## src/rtl/timer_counter.sv

```systemverilog
// Memory-mapped countdown timer with one-shot / auto-reload modes and a maskable interrupt.
// Registers: CTRL (EN, MODE, IM), PRESET (reload value) and COUNT (read-only live count).
module timer_counter #(
    parameter int CNT_W = 32
) (
    input  logic        clk,
    input  logic        reset,
    input  logic [31:0] addr,
    input  logic        we,
    input  logic [31:0] din,
    output logic [31:0] dout,
    output logic        irq
);

    typedef enum logic [1:0] {
        S_IDLE = 2'd0,
        S_LOAD = 2'd1,
        S_CNT  = 2'd2,
        S_INT  = 2'd3
    } state_t;

    state_t             state_q, state_d;
    logic               en_q, en_d;
    logic [1:0]         mode_q, mode_d;
    logic               im_q, im_d;
    logic [CNT_W-1:0]   preset_q, preset_d;
    logic [CNT_W-1:0]   count_q, count_d;
    logic               irq_flag_q, irq_flag_d;

    logic [1:0]         reg_sel;
    logic               ctrl_wr;
    logic               preset_wr;
    logic               auto_reload;
    logic               count_gt1;
    logic               unused_addr_bits;

    assign reg_sel          = addr[3:2];
    assign ctrl_wr          = we && (reg_sel == 2'd0);
    assign preset_wr        = we && (reg_sel == 2'd1);
    // MODE values 1x fall back to one-shot behaviour.
    assign auto_reload      = (mode_q == 2'b01);
    assign count_gt1        = (count_q > CNT_W'(1));
    assign unused_addr_bits = ^{addr[31:4], addr[1:0]};

    // State register
    always_ff @(posedge clk) begin
        if (reset) begin
            state_q <= S_IDLE;
        end else begin
            state_q <= state_d;
        end
    end

    // Next-state logic
    always_comb begin
        state_d = state_q;
        case (state_q)
            S_IDLE: begin
                if (en_q) begin
                    state_d = S_LOAD;
                end
            end
            S_LOAD: begin
                state_d = S_CNT;
            end
            S_CNT: begin
                if (!en_q) begin
                    state_d = S_IDLE;
                end else if (!count_gt1) begin
                    state_d = S_INT;
                end
            end
            S_INT: begin
                state_d = S_IDLE;
            end
            default: begin
                state_d = S_IDLE;
            end
        endcase
    end

    // Datapath updates driven by the FSM; a CPU CTRL write then overrides EN/MODE/IM and irq_flag.
    always_comb begin
        en_d       = en_q;
        mode_d     = mode_q;
        im_d       = im_q;
        preset_d   = preset_q;
        count_d    = count_q;
        irq_flag_d = irq_flag_q;

        case (state_q)
            S_LOAD: begin
                count_d = preset_q;
            end
            S_CNT: begin
                if (en_q) begin
                    if (count_gt1) begin
                        count_d = count_q - CNT_W'(1);
                    end else begin
                        count_d    = '0;
                        irq_flag_d = 1'b1;
                    end
                end
            end
            S_INT: begin
                if (auto_reload) begin
                    irq_flag_d = 1'b0;
                end else begin
                    en_d = 1'b0;
                end
            end
            default: begin
            end
        endcase

        if (ctrl_wr) begin
            en_d       = din[0];
            mode_d     = din[2:1];
            im_d       = din[3];
            irq_flag_d = 1'b0;
        end
        if (preset_wr) begin
            preset_d = din[CNT_W-1:0];
        end
    end

    always_ff @(posedge clk) begin
        if (reset) begin
            en_q       <= 1'b0;
            mode_q     <= 2'b00;
            im_q       <= 1'b0;
            preset_q   <= '0;
            count_q    <= '0;
            irq_flag_q <= 1'b0;
        end else begin
            en_q       <= en_d;
            mode_q     <= mode_d;
            im_q       <= im_d;
            preset_q   <= preset_d;
            count_q    <= count_d;
            irq_flag_q <= irq_flag_d;
        end
    end

    // Read mux and interrupt output
    always_comb begin
        dout = 32'h0;
        case (reg_sel)
            2'd0:    dout = {28'h0, im_q, mode_q, en_q};
            2'd1:    dout = 32'(preset_q);
            2'd2:    dout = 32'(count_q);
            default: dout = 32'h0;
        endcase
    end

    assign irq = irq_flag_q & im_q;

endmodule
```

## config.mk

```make
export PLATFORM = sky130hd
export DESIGN_NAME = timer_counter
export DESIGN_NICKNAME = d
export VERILOG_FILES = /design/src/rtl/timer_counter.sv
export SDC_FILE = /design/constraint.sdc
export NUM_CORES = 1
export LEC_CHECK = 0
export CAP_MARGIN = 20
export CORE_MARGIN = 2
export CORE_UTILIZATION = 45
export CTS_CLUSTER_DIAMETER = 120
export DETAILED_ROUTE_END_ITERATION = 7
export GPL_TIMING_DRIVEN = 0
export PLACE_DENSITY = 0.77
export SYNTH_ARGS = -nofsm -noshare
export SYNTH_HDL_FRONTEND = slang
export SYNTH_SLANG_ARGS = --single-unit
```

## constraint.sdc

```tcl
create_clock -name clk -period 2.5 [get_ports clk]
set_clock_uncertainty 0.1 [all_clocks]
set_input_delay 0.5 -clock clk [delete_from_list [all_inputs] [get_ports clk]]
set_output_delay 0.5 -clock clk [all_outputs]
set_load 0.02 [all_outputs]
```

==> results.json <==
{
  "timing.final.crit_period_ns": 2.49,
  "grt_pass1_wl_um": 21900,
  "critical_path.most_common_cell": "or4_4",
  "viasPerCell": 6.14,
  "die_h_um": 98.1,
  "cap_violations": 0,
  "finalPower_uw": 2420,
  "cp_num_buf_inv": 0,
  "critical_path_peak_fanout": 6,
  "rsz0062_at_grt": "true",
  "dp_slack_ns": -1.19,
  "synthTopCellsByArea": "dfxtp_1 36%, nand2_1 8.3%, a21oi_1 6.8%",
  "leakagePower_uw": 0.00195,
  "first_pass_iters": 5,
  "avgRoutedWirePerCell_um": 19.0,
  "synth-xor-area-share": 0,
  "required_ns": 2.62,
  "rows": 34,
  "synth-simple-area-share": 0.270,
  "period_share": 0.998,
  "outcome": "finished, final reports clean",
  "core_area_um2": 8640,
  "cellPowerDensity_nw_per_um2": 460,
  "initial_core_util": 0.461,
  "synthAdderAreaFrac": 0.00629,
  "layout_setup_ws_ns": 0.00514,
  "cpLargestDelayFamily": "simple AND/OR/NAND/NOR gates",
  "peakVddDrop_uv": 387,
  "critPathCaptureType": "flop",
  "drtIter0Drc": 494,
  "path_class": "flop to flop",
  "clkTransAtPathRegs_ns": 0.08,
  "fillers": 796,
  "h-tree-depth": 3,
  "ctsHoldBuffers": 0,
  "synth_top_family_by_area": "simple AND/OR/NAND/NOR gates",
  "area_growth_pct": 31.9,
  "cts_sinks": 71,
  "syn_area_per_cell_um2": 7.61,
  "regArea_um2": 1440,
  "antenna_found_initial": 0,
  "cpPeakStageDelay_ns": 0.63,
  "fp.dieW_um": 98.1,
  "via_count": 4409,
  "fmax_mhz": 401,
  "cts_buffers": 9,
  "ant_nets": 0,
  "layout-drive-gt1-share": 0.162,
  "crit_slowest_cell": "or4_4",
  "synth_flop_cell": "dfxtp_1",
  "synth_top_area_frac": 0.357,
  "clock_latency_ns": 0.36,
  "yosysWarnings": 0,
  "synth_cells": 523,
  "muxShareOfSynthArea": 0.0399,
  "port_buffers": 67,
  "num_antenna_cells": 0,
  "synth_nets": 592,
  "synthArstFlopShare": 0,
  "finalWirelength_um": 13700,
  "worstMarginPinSlew_ns": 0.944,
  "synth_cell_types": 46,
  "place_area_um2": 4790,
  "grt.overflow.total": 0,
  "grt_pass1_vias": 4201,
  "final_nets": 675,
  "timing.slew.headroom": 0.369,
  "synth_area_leader_cell": "dfxtp_1",
  "final_hold_viol_count": 0,
  "setup-violations-final": 0,
  "synth-seq-area-share": 0.357,
  "cts_max_path_buffers": 2,
  "fin_worst_hold_slack_ns": 0.375,
  "cts-root-buf": "clkbuf_8",
  "route.detailed.drc": 0,
  "synth_edf_count": 0,
  "postLayoutCellArea_um2": 5250,
  "die-area_um2": 9620,
  "dp_hpwl_um": 9650,
  "startpoint_type": "flop",
  "grtUsageTotal": 0.285,
  "ys_ff_latch": 71,
  "syn_area_um2": 3980,
  "cts_tree": "built",
  "slew_viol_final": 0,
  "place.gp.congestion": 0.968,
  "hold_path.class": "flop to flop",
  "critPathArrivalTime_ns": 2.62,
  "ios": 100,
  "synth_compound_area_frac": 0.267,
  "multi_input_area_um2": 2420,
  "grt_max_degree": 13,
  "utilization": 0.608,
  "path_cells": "or4_4 -> or4_4 -> or4_1 -> a31oi_1 -> o32ai_1"
}
Yosys cell counts, types with 3 or more instances:
cell type and n:
buf_1 6, or4_1 7, clkbuf_1 45, inv_1 3, nor2_1 19, nand2_1 88
nor3b_1 3, a221oi_1 3, o211ai_1 10, mux2_2 7, nor2b_1 6, o21ai_0 11
o21a_1 6, buf_2 4, a22o_1 28, a21oi_1 54, a31oi_1 20, nand4_1 9
nand2b_1 3, or3_1 7, a22oi_1 12, nand4b_1 4, or2_2 4, nor3_1 10
and3_1 6, nand3_1 27, o31a_1 3, dfxtp_1 71, nor4_1 15, mux2i_1 8
kinds of logic after synthesis:
family	Yosys count
fa+ha+maj	2
compound gates	159
simple gates	216
flops	71
mux	15
buf+inv	60
registers in the layout (all words and copies together), names as in the netlist:
register / count
count_q: 32
irq_flag_q: 1
state_q: 2
en_q: 1
preset_q: 32
im_q: 1
mode_q: 2
final timing paths:
check	start	depth (start not counted)	to	slack (ns)
max	count_q[6]	5	count_q[28]	0.005
min	preset_q[26]	2	preset_q[26]	0.38
max reg2reg	count_q[6]	5	count_q[28]	0.005
min reg2reg	preset_q[26]	2	preset_q[26]	0.38
worst register-to-register path, cell delays in order, from the launching register on:
cell,delay [ns]
dfxtp_4,0.35
or4_4,0.57
or4_4,0.63
or4_1,0.43
a31oi_1,0.19
o32ai_1,0.09
through the flow:
step	instances	TNS [ns]
3_5_place_dp	698	-58.79
2_1_floorplan	523	-0.00598
6_report	718	0
3_3_place_gp	698	-57.73
4_1_cts	716	-0.0259
5_1_grt	718	-0.114
where the power goes:
group          switching [uW]  internal [uW]  total (uW)
Combinational             183            145         328
Clock                     469            451         921
Sequential               21.1           1150        1170
metal layers:
| metal | global-route usage | routed length (um) |
|---|---|---|
| met1 | 0.394 | 5890 |
| met2 | 0.453 | 6280 |
| met3 | 0.0494 | 1170 |
| met4 | 0.0951 | 321 |
| met5 | 0 | 0 |
area by class of cell:
cell class | instances | share of cell area
repair buffers | 81 | 0.149
inverters | 4 | 0.00286
clock buffers | 9 | 0.0236
clock inverters | 6 | 0.0119
flip-flops and latches | 71 | 0.274
plain buffers | 47 | 0.0524
multi-input cells | 392 | 0.460
well taps | 108 | 0.0257
placed cells by master, fill, tap and decap left out, drive strengths merged, types with 9 or more instances in the layout:
cell	count
nand2	88
dfxtp	71
a21oi	54
clkbuf	48
clkdlybuf4s50	34
a22o	28
nand3	27
clkdlybuf4s15	24
buf	24
a31oi	20
nor2	19
nor4	15
a22oi	12
o21ai	11
nor3	10
o211ai	10
nand4	9
or4	9
repair_timing:
item / in CTS / in global routing
setup buffers: 8 / 5
setup endpoints to repair: 67 / 62
gates resized for setup: 116 / 39
pin swaps: 4 / 11
cloned: 0 / 1
Note: power is estimated with default switching activity, not from simulation.
